**src/rtl/multicycle_ctrl.sv**
```systemverilog
// Multi-cycle control sequencer for the 6-bit-opcode MIPS-subset datapath.
// Steps fetch/decode/execute/memory/write-back and flags illegal opcodes and memory timeouts.
module multicycle_ctrl #(
    parameter int unsigned MEM_TIMEOUT = 15
) (
    input  logic       clk,
    input  logic       rst_n,
    input  logic [5:0] opcode,
    input  logic       zero,
    input  logic       mem_ready,
    output logic       mem_read,
    output logic       mem_write,
    output logic       iord,
    output logic       ir_we,
    output logic       pc_we,
    output logic       pc_src,
    output logic       alu_src_a,
    output logic [1:0] alu_src_b,
    output logic [1:0] alu_op,
    output logic       reg_dst,
    output logic       reg_write,
    output logic       mem_to_reg,
    output logic       retire,
    output logic [3:0] state,
    output logic [1:0] halt_cause
);

    typedef enum logic [3:0] {
        StFetch   = 4'd0,
        StDecode  = 4'd1,
        StExecR   = 4'd2,
        StExecI   = 4'd3,
        StMemAddr = 4'd4,
        StMemRd   = 4'd5,
        StMemWr   = 4'd6,
        StWbR     = 4'd7,
        StWbI     = 4'd8,
        StWbMem   = 4'd9,
        StBranch  = 4'd10,
        StHalt    = 4'd11
    } state_e;

    localparam bit         TimeoutEn   = (MEM_TIMEOUT != 0);
    localparam logic [7:0] TimeoutLast = 8'(MEM_TIMEOUT - 32'd1);

    state_e     state_q, state_d;
    logic [7:0] wait_cnt_q, wait_cnt_d;
    logic [1:0] halt_cause_q, halt_cause_d;
    logic       in_wait;
    logic       timeout;

    // State register
    always_ff @(posedge clk or negedge rst_n) begin
        if (!rst_n) begin
            state_q      <= StFetch;
            wait_cnt_q   <= 8'd0;
            halt_cause_q <= 2'b00;
        end else begin
            state_q      <= state_d;
            wait_cnt_q   <= wait_cnt_d;
            halt_cause_q <= halt_cause_d;
        end
    end

    assign in_wait = (state_q == StFetch) || (state_q == StMemRd) || (state_q == StMemWr);
    // A ready on the last allowed cycle still wins over the timeout.
    assign timeout = TimeoutEn && in_wait && !mem_ready && (wait_cnt_q == TimeoutLast);

    // Next-state logic
    always_comb begin
        state_d      = state_q;
        halt_cause_d = halt_cause_q;
        unique case (state_q)
            StFetch: begin
                if (mem_ready) state_d = StDecode;
                else if (timeout) state_d = StHalt;
            end
            StDecode: begin
                if (opcode <= 6'd4) state_d = StExecR;
                else if (opcode <= 6'd9) state_d = StExecI;
                else if (opcode <= 6'd11) state_d = StMemAddr;
                else if (opcode == 6'd12) state_d = StBranch;
                else begin
                    state_d      = StHalt;
                    halt_cause_d = 2'b01;
                end
            end
            StExecR:   state_d = StWbR;
            StExecI:   state_d = StWbI;
            StMemAddr: state_d = (opcode == 6'd10) ? StMemRd : StMemWr;
            StMemRd: begin
                if (mem_ready) state_d = StWbMem;
                else if (timeout) state_d = StHalt;
            end
            StMemWr: begin
                if (mem_ready) state_d = StFetch;
                else if (timeout) state_d = StHalt;
            end
            StWbR, StWbI, StWbMem, StBranch: state_d = StFetch;
            StHalt:  state_d = StHalt;
            default: state_d = StHalt;
        endcase
        if (timeout) halt_cause_d = 2'b10;
    end

    // Wait counter saturates so a disabled timeout never wraps into a false match.
    always_comb begin
        wait_cnt_d = wait_cnt_q;
        if (state_d != state_q) wait_cnt_d = 8'd0;
        else if (in_wait && !mem_ready && (wait_cnt_q != 8'hff)) wait_cnt_d = wait_cnt_q + 8'd1;
    end

    // Output decode; ir_we/pc_we/retire are Mealy in FETCH, MEM_WR and BRANCH.
    always_comb begin
        mem_read   = 1'b0;
        mem_write  = 1'b0;
        iord       = 1'b0;
        ir_we      = 1'b0;
        pc_we      = 1'b0;
        pc_src     = 1'b0;
        alu_src_a  = 1'b0;
        alu_src_b  = 2'b00;
        alu_op     = 2'b00;
        reg_dst    = 1'b0;
        reg_write  = 1'b0;
        mem_to_reg = 1'b0;
        retire     = 1'b0;
        if (rst_n) begin
            unique case (state_q)
                StFetch: begin
                    mem_read  = 1'b1;
                    alu_src_b = 2'b01;
                    ir_we     = mem_ready;
                    pc_we     = mem_ready;
                end
                StDecode: alu_src_b = 2'b11;
                StExecR: begin
                    alu_src_a = 1'b1;
                    alu_op    = 2'd2;
                end
                StExecI: begin
                    alu_src_a = 1'b1;
                    alu_src_b = 2'b10;
                    alu_op    = 2'd2;
                end
                StMemAddr: begin
                    alu_src_a = 1'b1;
                    alu_src_b = 2'b10;
                end
                StMemRd: begin
                    mem_read = 1'b1;
                    iord     = 1'b1;
                end
                StMemWr: begin
                    mem_write = 1'b1;
                    iord      = 1'b1;
                    retire    = mem_ready;
                end
                StWbR: begin
                    reg_write = 1'b1;
                    reg_dst   = 1'b1;
                    retire    = 1'b1;
                end
                StWbI: begin
                    reg_write = 1'b1;
                    retire    = 1'b1;
                end
                StWbMem: begin
                    reg_write  = 1'b1;
                    mem_to_reg = 1'b1;
                    retire     = 1'b1;
                end
                StBranch: begin
                    alu_src_a = 1'b1;
                    alu_op    = 2'd1;
                    pc_src    = 1'b1;
                    pc_we     = zero;
                    retire    = 1'b1;
                end
                default: ;
            endcase
        end
    end

    assign state      = state_q;
    assign halt_cause = halt_cause_q;

endmodule

```
**config.mk**
```make
export PLATFORM = sky130hd
export DESIGN_NAME = multicycle_ctrl
export DESIGN_NICKNAME = d
export VERILOG_FILES = /design/src/rtl/multicycle_ctrl.sv
export SDC_FILE = /design/constraint.sdc
export NUM_CORES = 1
export LEC_CHECK = 0
export ABC_AREA = 1
export CAP_MARGIN = 20
export CORE_ASPECT_RATIO = 1.25
export CORE_MARGIN = 8
export CORE_UTILIZATION = 44
export CTS_CLUSTER_DIAMETER = 200
export DETAILED_ROUTE_END_ITERATION = 16
export PLACE_DENSITY_LB_ADDON = 0.25
export SYNTH_ARGS = -nofsm -noshare
export SYNTH_HDL_FRONTEND = slang
export SYNTH_SLANG_ARGS = --single-unit
```
**constraint.sdc**
```tcl
create_clock -name clk -period 1.5 [get_ports clk]
set_input_delay 0.15 -clock clk [delete_from_list [all_inputs] [get_ports clk]]
set_output_delay 0.15 -clock clk [all_outputs]
set_load 0.01 [all_outputs]
```
Word-level counts from Yosys, hierarchy flattened
Cells that the tools add are included.
{ "word_totals": {"mem_count": 0, "ff_bits": 14, "mem_bits_rw": 0, "output_inout_bits": 21, "inputBits": 10, "latch_bits": 0, "elab_cells": 87, "romBits": 0} }
{ "op_classes": {"n_reduce_logical": 17, "n_eq_ne": 19, "n_addsub": 1, "bitwise": 0, "muxes": 44, "order_cmp": 3, "multipliers": 0, "div": 0, "shift": 0} }
{ "op_table": {"columns": ["operator", "n"], "rows": [
  ["case mux 4 bit (8 select lines)", 1],
  ["2-to-1 mux 4 bit", 7],
  ["2-to-1 mux 1 bit", 21],
  ["2-to-1 mux 2 bit", 9],
  ["equality test 4 x 3 -> 1 bit, second input constant", 4],
  ["2-to-1 mux 8 bit", 2],
  ["equality test 4 bit, second input constant", 3],
  ["equality test 6 x 4 -> 1 bit, second input constant", 2],
  ["less-or-equal comparator 6 x 4 -> 1 bit, second input constant", 2],
  ["adder 8 x 1 -> 8 bit, second input constant", 1],
  ["equality test 4 x 2 -> 1 bit, second input constant", 2],
  ["equality test 8 x 4 -> 1 bit, second input constant", 1],
  ["!= test 2 bit, second input constant", 4],
  ["!= test 8 bit, second input constant", 1],
  ["OR reduction 2 bit", 4],
  ["OR reduction 4 bit", 2],
  ["less-or-equal comparator 6 x 3 -> 1 bit, second input constant", 1],
  ["case mux 2 bit (3 select lines)", 1],
  ["AND reduction 5 bit", 1],
  ["equality test 4 x 1 -> 1 bit, second input constant", 1],
  ["zero test 4 bit", 1],
  ["!= test 4 bit", 1],
  ["case mux 1 bit (2 select lines)", 2],
  ["case mux 2 bit (2 select lines)", 1],
  ["5 further kinds", 9]
]} }

Longest topological paths before layout
{ "logic_depth": {"ltp_word": 10, "mapped_depth": 13, "mapped_depth_nobuf": 12} }

Worst setup path before layout
No wires, ideal clock.
{ "synth_timing": {"kind": "register to output", "from": "register state_q[1], in the netlist state[1]", "to": "output port pc_we", "path_slack_ns": -0.124, "n_path_buf": 1, "t_arrival_ns": 1.474, "stages_incl_launch_ff": 8, "required_time_ns": 1.350, "path_cell_list": "dfrtp_1 buf_4 inv_2 nor2_2 nand2_1 nor3_1 nand2_1 o21ai_0"} }
{ "synth_between": {"elab_chain_cells": 3, "word_cells_on_any_way": 4, "classes_between": "1 x eq/ne; 2 x mux; 1 x reduce/logical"} }
{ "synth_rtl": {"columns": ["element", "line_no", "source"], "rows": [
  ["from (decl)", "46", "state_e state_q, state_d;"],
  ["from (signal assigned)", "55", "state_q <= StFetch;"],
  ["from (signal assigned)", "59", "state_q <= state_d;"],
  ["equality test 4 bit / zero test 4 bit (equally long branches)", "129", "unique case (state_q)"],
  ["case mux 1 bit (2 select lines) (*)", "129", null],
  ["2-to-1 mux 1 bit (*)", "128", "if (rst_n) begin"],
  ["to (decl)", "15", "output logic pc_we,"]
]} }
Mark *: on every way between the ends. The rest lies on a longest branch, timed or not.

Final worst setup path
{ "layout_timing": {"from": "register state_q[1], in the netlist state[1]", "to": "register wait_cnt_q[1]"} }
{ "layout_between": {"elab_chain_cells": 10, "word_cells_on_any_way": 25, "classes_between": "11 x eq/ne; 6 x mux; 8 x reduce/logical"} }
{ "layout_rtl": {"columns": ["element", "line_no", "source"], "rows": [
  ["equality test 4 x 3 -> 1 bit / zero test 4 bit (equally long branches)", "65, 73", null],
  ["logical OR 1 bit (2 in a row)", "65", "assign in_wait = (state_q == StFetch) || (state_q == StMemRd) || (state_q == StMemWr);"],
  ["logical AND 1 bit", "67, 110", null],
  ["logical AND 1 bit", "67", "assign timeout = TimeoutEn && in_wait && !mem_ready && (wait_cnt_q == TimeoutLast);"],
  ["2-to-1 mux 4 bit", "76, 93, 97", null],
  ["2-to-1 mux 4 bit (on tied branches)", "96, 75, 92", null],
  ["case mux 4 bit (8 select lines)", "73", "unique case (state_q)"],
  ["!= test 4 bit", "109", "if (state_d != state_q) wait_cnt_d = 8'd0;"],
  ["2-to-1 mux 8 bit / nonzero test 2 bit (equally long branches)", null, null],
  ["to (signal assigned)", "60", "wait_cnt_q <= wait_cnt_d;"],
  ["to (decl)", "47", "logic [7:0] wait_cnt_q, wait_cnt_d;"]
]} }
Parallel ways exist; a longest one is shown, timed or not.
A chain may end at the register's enable or synchronous reset.

==> impl_metrics.py <==
metrics = {
    "sta": {
        "period_minus_slack_ns": 1.849,
        "timing.fmax_mhz": 541.0,
        "rsz0062_at_grt": "true",
        "fin_ws_ns": -0.3486,
        "setup_viol": 22,
        "slew_viol_final": 0,
        "whs_ns": 0.3573,
        "worst_slew_pin_slew_ns": 0.3032,
        "max-slew-margin-rel_pct": 79.77,
        "fin_crit_sh_pct": 123.2,
        "worst_clock_skew_ns": 0.01342,
        "hold_viol": 0,
    },
    "global_route": {
        "overflow": 0,
        "grt_max_degree": 15,
        "grt_pass1_wl_um": 6837,
        "grtUsageTotal_pct": 17.64,
        "antenna_found_initial": 0,
        "grt_pass1_vias": 1644,
    },
    "outcome": {
        "outcome": "finished with violations",
        "violations": "setup timing",
    },
    "setup_path": {
        "crit_chain": "buf_6, nor2_4, inv_2, nor2_4, buf_6, nand4_1, buf_4, nand4_1, nand2_2, nand4_4, nor2_1",
        "critPathKind": "reg -> reg",
        "crit_slowest_cell": "dfrtp_2",
        "crit_path_max_incr_delay_ns": 0.47,
        "reg2regPathDepth": 11,
        "cp_max_fo": 8,
        "arrival_ns": 2.02,
        "worstSetupEndpointType": "flop",
        "start_kind": "flop",
        "crit_required_ns": 1.67,
    },
    "pwr": {
        "p_sw_mw": 1.656,
        "ir_worst_vdd_uv": 1192,
        "swShare_pct": 47.27,
        "p_int_mw": 1.848,
        "pwr-share-seq_pct": 16.1,
        "p_per_area_nw_per_um2": 1597,
        "clkPwrFrac_pct": 6.4,
        "combPwrFrac_pct": 77.4,
        "p_leak_nw": 1.103,
    },
    "clocking": {
        "clockBufferDepth": 2,
        "cts_tree": "yes",
        "clockRootBuffer": "clkbuf_4",
        "htreeDepth": 1,
        "cts_sinks": 14,
        "cts_buffers": 3,
        "path_clk_slew_ns": 0.09,
        "worstSkewPairLatency_ns": 0.29,
    },
    "floorplanning": {
        "die_h_um": 75.26,
        "start_util_pct": 46.13,
        "dieArea_um2": 4772,
        "ios": 31,
        "die_w_um": 63.41,
        "rows": 21,
        "core_um2": 2680,
    },
    "synthesis": {
        "yosysTopAreaCell": "dfrtp_1",
        "yosysWarningCount": 0,
        "synth.cells.most_frequent": "nand2_1, nor2_1, inv_1",
        "synthArstFlopShare_pct": 100.0,
        "synth_cell_types": 27,
        "ys_seq_area_share_pct": 28.34,
        "yosys_register_bits": 14,
        "synth_edf_count": 0,
        "yosysMostFrequentCell": "nand2_1",
        "synthCells": 197,
        "syn_nets": 209,
        "synth_top_cell_area_share_pct": 28.34,
        "avgSynthCellArea_um2": 6.275,
        "synth_area_um2": 1236,
        "synthTopCellsByArea": "dfrtp_1, nand2_1, nor2_1",
        "ys.flop_type": "dfrtp_1",
    },
    "detailed_routing": {
        "via_per_inst": 5.244,
        "drc": 0,
        "highest_layer": "met4",
        "drtIter0Drc": 75,
        "dr_wl_met3_um": 285,
        "routedWlPerCell_um": 14.27,
        "drt-pass1-iter-count": 4,
        "wl_met1_um": 1786,
        "finalWirelength_um": 4567,
        "antenna_violating_nets_post_route": 0,
        "wl_met2_um": 2316,
        "vias": 1678,
    },
    "placement": {
        "place_congestion": 0.8660,
        "placed_area_um2": 1929,
        "io_buffer_count": 30,
        "pre_cts_ws_ns": -0.3764,
        "place_hpwl_um": 3006,
    },
    "layout": {
        "num_antenna_cells": 0,
        "multi_input_area_um2": 929.6,
        "utilization_pct": 81.89,
        "nets": 299,
        "fillers": 188,
        "area_growth_pct": 77.53,
        "final_area_um2": 2195,
        "drive_gt1_share_pct": 44.76,
        "ff_latch_area_um2": 355.3,
    },
    "flow_run": {
        "drv_cap": 0,
    },
    "worst_hold_path": {
        "hp-class": "in -> async",
    },
}
==> metrics by stage <==
stage	TNS (ns)	instances	power, mW
2_1_floorplan	-0.02454	197	1.696
3_3_place_gp	-6.618	300	2.642
3_5_place_dp	-7.266	300	2.666
4_1_cts	-3.825	314	3.130
5_1_grt	-6.701	320	3.718
6_report	-4.784	320	3.504
==> kinds of logic (layout without fill, tap and decap cells) <==
group                      Yosys count  count (layout)  share of synthesized area, %
AOI/OAI and AO/OA                   21              21                         9.312
xor gates and xnor gates             4               4                         2.835
adders and majority gates            2               2                         2.024
buffers and inverters               32             121                         10.32
DFF                                 14              14                         28.34
and+or+nand+nor                    124             124                         47.17
==> final timing paths <==
path	slack, ns	end	from
worst min-delay path	0.36	wait_cnt_q[4]	rst_n
max in group asynchronous	0.95	state[0]	rst_n
worst max-delay path	-0.35	wait_cnt_q[1]	state[1]
worst max register to register	-0.35	wait_cnt_q[1]	state[1]
min in group clk	0.52	halt_cause[0]	halt_cause[0]
worst min register to register	0.52	halt_cause[0]	halt_cause[0]
==> state kept, by name, indices dropped and copies added, names as in the netlist <==
name,flops
wait_cnt_q,8
halt_cause,2
state,4
==> final cells by class <==
cell class / count / area share [%]
clock buffer: 4 / 1.197
inverter: 30 / 5.359
multi-input combinational: 151 / 42.36
sequential: 14 / 16.19
tap: 34 / 1.938
timing repair buffer: 87 / 32.95
==> per-layer routing <==
layer,global-route usage [%],vias up
met5,0,-
met4,9.429,0
met3,3.125,20
met2,33.63,74
met1,18.05,764
li1,-,820
==> cell usage in the layout, fill, tap and decap left out, types with 4 or more instances in the layout <==
cell	n
dfrtp_2	4
nor2_4	6
clkdlybuf4s50_1	11
nor2_1	26
nand4_1	7
o21ai_0	5
nand2_2	12
buf_4	45
nand2_1	35
buf_2	11
o21ai_1	4
dfrtp_1	10
buf_6	15
nor2_2	7
inv_2	4
inv_1	23
nand3_1	15
==> timing repair <==
item | in CTS | in global routing
setup buffers | 10 | 7
pin swaps | 9 | 13
endpoints found under the setup margin | 30 | 28
gates resized for setup | 74 | 42
hold buffers | 0 | 0
==> power groups by stage <==
stage	Sequential [mW]	Combinational (mW)	Clock, mW
after floorplan	0.596	1.10	0
after global placement	0.560	2.08	0
after detailed placement	0.562	2.10	0
after CTS	0.556	2.34	0.233
after global routing	0.573	2.89	0.250
final	0.566	2.71	0.226
==> worst max-delay path, delay by kind of cell, from the launching register on <==
family        cells  cell delay (ns)
buf+inv           4             0.50
simple gates      7             0.78
flops             1             0.47
Note: power is estimated with default switching activity, not from simulation.
==> variant 1, RTL diff (same settings) <==
Change the parameter `MEM_TIMEOUT` from 15 to 7.
--- a/src/rtl/multicycle_ctrl.sv
+++ b/src/rtl/multicycle_ctrl.sv
@@ -1,7 +1,7 @@
 // Multi-cycle control sequencer for the 6-bit-opcode MIPS-subset datapath.
 // Steps fetch/decode/execute/memory/write-back and flags illegal opcodes and memory timeouts.
 module multicycle_ctrl #(
-    parameter int unsigned MEM_TIMEOUT = 15
+    parameter int unsigned MEM_TIMEOUT = 7
 ) (
     input  logic       clk,
     input  logic       rst_n,
Check against the original RTL: not equivalent (a bounded check fails within 10 cycles, from zero or initial values and one cycle with rst_n low).
==> variant 1 against the original RTL <==
The run still ends with negative setup slack left; cell count up 1.6%; utilization shrank 0.99 points; design area grew 4.5%; synthesized area grew 2.5%; fmax fell by 1.2%; wire length increased by 13%; worst setup slack worse by 0.023 ns; sequential cell count is the same; critical path type is now flop to primary output; largest cell class unchanged.
Power is left out: it rests on default switching activity, and per cell area and clock period it moved more than threefold.
==> variant 1: results (changes against the original RTL) <==
Run status
  • Status: finished, violations left
  • Failing checks: negative setup slack

Synthesis
  • Syn avg cell area: 6.67 um2 (+6.3%)
  • Cells taking the most area after synthesis: dfrtp_1 28%, nand2_1 13%, nor2_1 8.0%, inv_1 6.2%, nand3_1 5.5%
  • Sequential area share after synthesis: 0.276 (-0.00699)
  • Syn Nets: 202 (-3.3%)
  • Post-synth top cells: 45 x nand2_1, 27 x nor2_1, 21 x inv_1, 14 x dfrtp_1, 14 x nand3_1

Global routing
  • Total GRT Usage: 0.187 (+0.0102)
  • Largest net degree at the start of global routing: 13 (-2)
  • First-pass GRT wire length: 7.51 mm (+9.9%)
  • Number of global-route vias before repair: 1626 (-1.1%)
  • Initial antenna violation count: 0 (unchanged)

Clocking
  • Reg clk slew, reported paths: 0.09 ns (about the same)

Finish
  • Nets: 302 (+1.0%)
  • Post-Layout Cell Count: 325 (+1.6%)
  • Layout cells sized above 1: 0.516 (+0.0680)

Setup path
  • Critical path endpoint: reg_write
  • FF-to-FF End: wait_cnt_q[7]
  • Signal arrival time at the worst endpoint: 1.72 ns (-0.30 ns)
  • Reg2reg path depth: 12 (+1)
  • Critical-path maximum fanout: 6 (-2)
  • R2R Path Start: state[3]
  • Worst path max stage delay: 0.49 ns (+0.02 ns)
  • Critical path's top delay family: flip-flops

STA
  • Final setup violation count: 27 (+23%)
  • Final setup margin: -0.371 ns (-0.0226 ns)
  • Slew headroom: 0.784 (-0.0139)
  • Worst Skew: 0.0106 ns (-0.00283 ns)

Place
  • GPL Wtd Cong: 0.878 (+1.3%)
  • Cell Count Post-Placement: 293 (-2.3%)
  • Post-DP HPWL: 2.94 mm (-2.3%)
  • Port Buffers: 30 (unchanged)

Route
  • Drt total wl: 5.15 mm (+13%)
  • Detailed router's first-iteration violation count: 189 (+150%)
  • Drt via density: 5.26 (+0.34%)
## variant 1: cells by family after synthesis
family,Yosys count,synth area share
DFF,14,0.276
xor gates and xnor gates,6,0.0415
adders and majority gates,2,0.0197
AOI/OAI and AO/OA,19,0.0810
and+or+nand+nor,122,0.491
buffers and inverters,27,0.0908
## variant 1: final cells by class
type                            instances  area, um2
Multi-Input combinational cell        149        955
Timing Repair Buffer                   97        818
Fill cell                             169        542
Sequential cell                        14        355
Inverter                               25       93.8
Tap cell                               36       45.0
Clock buffer                            4       26.3
## variant 1: per-layer routing
layer / wire length (um) / global-route usage
met5: 0 / 0
met4: 178 / 0.0761
met3: 367 / 0.0412
met2: 2630 / 0.326
met1: 1970 / 0.209
## variant 1: worst min path at each step
stage	depth (start not counted)	endpoint	from	slack, ns
after floorplan	0	halt_cause[0]	rst_n	-0.15
after global placement	2	state[3]	rst_n	0.49
after detailed placement	2	state[3]	rst_n	0.48
after CTS	2	wait_cnt_q[2]	rst_n	0.22
after global routing	2	wait_cnt_q[2]	rst_n	0.25
final	2	wait_cnt_q[2]	rst_n	0.23
## variant 1: timing repair
action / CTS / global route
hold buffers: 0 / 0
setup endpoints to repair: 27 / 30
endpoints found under the hold margin: 0 / 0
pin swaps: 22 / 10
buffers inserted: 22 / 9
gates resized for setup: 107 / 17
## variant 1: stage by stage
step	util	cell area, um2	TNS, ns
4_1_cts	0.782	2220	-3.78
3_3_place_gp	0.677	1920	-6.45
2_1_floorplan	-	1290	-0.374
6_report	0.809	2290	-6.03
5_1_grt	0.809	2290	-8.62
3_5_place_dp	0.677	1920	-6.76
==> variant 2, RTL diff (same settings) <==
Made on the original files. Make the reset (`rst_n`) synchronous in one clocked block.
--- a/src/rtl/multicycle_ctrl.sv
+++ b/src/rtl/multicycle_ctrl.sv
@@ -50,7 +50,7 @@
     logic       timeout;
 
     // State register
-    always_ff @(posedge clk or negedge rst_n) begin
+    always_ff @(posedge clk) begin
         if (!rst_n) begin
             state_q      <= StFetch;
             wait_cnt_q   <= 8'd0;
Check against the original RTL: differs if rst_n is asserted again (counterexample within 4 cycles, from zero or initial values and one cycle with rst_n low); with rst_n held inactive, the same outputs for 10 cycles.
==> variant 2 against the original RTL <==
The flow still finishes with violations (negative setup slack); sequential cell count is the same; worst setup slack improved by 0.0030 ns; sequential power is 9.5% higher; global-route usage rose by 4.6 points; sequential share of layout area decreased by 2.9 points; design area up 0.86%; wire length is 49% higher; total power grew 27%; via count grew 13%; non-clock buffer count up 5; clock power barely moved; synthesized area fell by 7.8%; critical path type unchanged; critical endpoint is now wait_cnt_q[4]; largest cell class unchanged; highest routed layer unchanged.
==> variant 2: results (changes against the original RTL) <==
STA
  • Final setup violation count: 26 (+18%)
  • Worst Skew: 0.00367 ns (-0.00975 ns)
  • Least-Margin Pin Slew: 0.290 ns (-0.0128 ns)
  • Setup TNS: -5.15 ns (-0.365 ns)
  • Final setup margin: -0.346 ns (+0.00296 ns)

Clocking
  • Clock latency on the worst-skew pair: 0.29 ns (about the same)
  • CTS Buf Count: 3 (unchanged)
  • Clock root cell: clkbuf_4

Route
  • Drt total wl: 6.81 mm (+49%)
  • Met3 Wirelength: 714 um (+150%)
  • Pre-antenna DRT Iters: 5 (+1)
  • Metal-1 WL: 2.17 mm (+22%)
  • Drt via density: 6.08 (+16%)
  • Uppermost routed layer: met4
  • Routed length on met2: 3.28 mm (+42%)
  • Detailed router's first-iteration violation count: 248 (+230%)

Synthesis
  • Sequential area share after synthesis: 0.246 (-0.0375)
  • Syn Nets: 199 (-4.8%)
  • Post-synth top cells: 42 x nand2_1, 33 x nor2_1, 23 x inv_1, 18 x nand3_1, 14 x dfxtp_1
  • Post-synthesis adder-cell area fraction: 0.0220 (+0.00171)
  • Cell variety after synth: 26 (-3.7%)
  • Yosys Warn Count: 0 (unchanged)
  • Cells taking the most area after synthesis: dfxtp_1 25%, nand2_1 14%, nor2_1 11%, nand3_1 7.9%, inv_1 7.6%
  • Post-synthesis mux area share: 0 (unchanged)
  • Post-synth ARST share: 0 (-1.00)
  • Post-Synth XOR/XNOR Area: 0.0538 (+0.0254)
  • Compound-Gate Fraction of Synth Area: 0.0878 (-0.00530)

Finish
  • Layout cells sized above 1: 0.548 (+0.101)
  • Largest register FFs: 8 (unchanged)
  • Fillers: 109 (-42%)
  • Nets: 293 (-2.0%)
  • Largest Register: wait_cnt_q

Worst hold path
  • Worst Hold Class: flop to flop

Place
  • GPL Wtd Cong: 0.926 (+6.9%)
  • Post-DP HPWL: 3.13 mm (+4.0%)
  • Post-Place Cell Area: 1820 um2 (-5.4%)
  • Worst slack at placement: -0.457 ns (-0.0806 ns)

Global routing
  • Number of global-route vias before repair: 1672 (+1.7%)
  • Initial antenna violation count: 0 (unchanged)
  • First-pass GRT wire length: 7.52 mm (+10%)
  • Largest net degree at the start of global routing: 12 (-3)
  • Total GRT Usage: 0.222 (+0.0456)

Setup path
  • Critical-path maximum fanout: 3 (-5)
  • Slowest cell on the critical path: dfxtp_2
  • Worst path max stage delay: 0.35 ns (-0.12 ns)

Run status
  • Status: finished, violations left
  • Failing checks: negative setup slack

Power
  • Leak: 1.04 nW (-5.5%)
  • Max VDD drop: 1.53 mV (+28%)
-- variant 2: cell types whose count changed in the layout (fill, tap and decap cells not counted), sizes merged, moves of 3 or more --
cell and change:
dfrtp -14, dfxtp +14, nand4 -6, nor3 -5, inv -4, a21oi +3, buf +3, nand3 +3
-- variant 2: area by class of cell --
cell class,count,share of cell area
multi-input combinational,145,0.456
sequential,14,0.133
tap,33,0.0187
clock buffer,3,0.0102
inverter,25,0.0503
timing repair buffer,92,0.332
-- variant 2: final timing paths --
kind / slack [ns] / depth (start not counted) / endpoint / start
min reg2reg: 0.51 / 2 / halt_cause[1] / halt_cause[1]
max: -0.35 / 9 / wait_cnt_q[4] / wait_cnt_q[0]
min: 0.51 / 2 / halt_cause[1] / halt_cause[1]
max reg2reg: -0.35 / 9 / wait_cnt_q[4] / wait_cnt_q[0]
-- variant 2: through the flow --
stage / util / cells
finish: 0.903 / 312
floorplan: - / 187
CTS: 0.843 / 306
global placement: 0.744 / 290
global route: 0.903 / 312
detailed placement: 0.744 / 290
-- variant 2: worst register-to-register path, delay by kind of cell, from the launching register on --
| family | cells | cell delay (ns) |
|---|---|---|
| xor gates and xnor gates | 1 | 0.23 |
| adders and majority gates | 1 | 0.23 |
| buffers and inverters | 2 | 0.19 |
| DFF | 1 | 0.35 |
| and+or+nand+nor | 5 | 0.77 |
-- variant 2: timing repair --
item,4_1_cts,5_1_grt
endpoints found under the setup margin,27,24
pin swaps,18,24
hold buffers,0,0
resized for setup,111,41
buffers inserted,13,7
cloned,0,0
-- variant 2: layer usage --
metal,global-route usage,vias to the layer above
met4,0.132,0
met3,0.0353,75
met2,0.434,178
met1,0.195,858
li1,-,787
met5,0,-
-- variant 2: cells by family after synthesis --
group	after synthesis
AOI/OAI and AO/OA	19
DFF	14
buffers and inverters	28
xor gates and xnor gates	7
adders and majority gates	2
and+or+nand+nor	117
-- variant 2: power breakdown --
group          total (W)  switching, W  internal (W)
sequential      0.000620      0.000154      0.000465
clock           0.000226      0.000133     0.0000935
combinational    0.00361       0.00206       0.00155
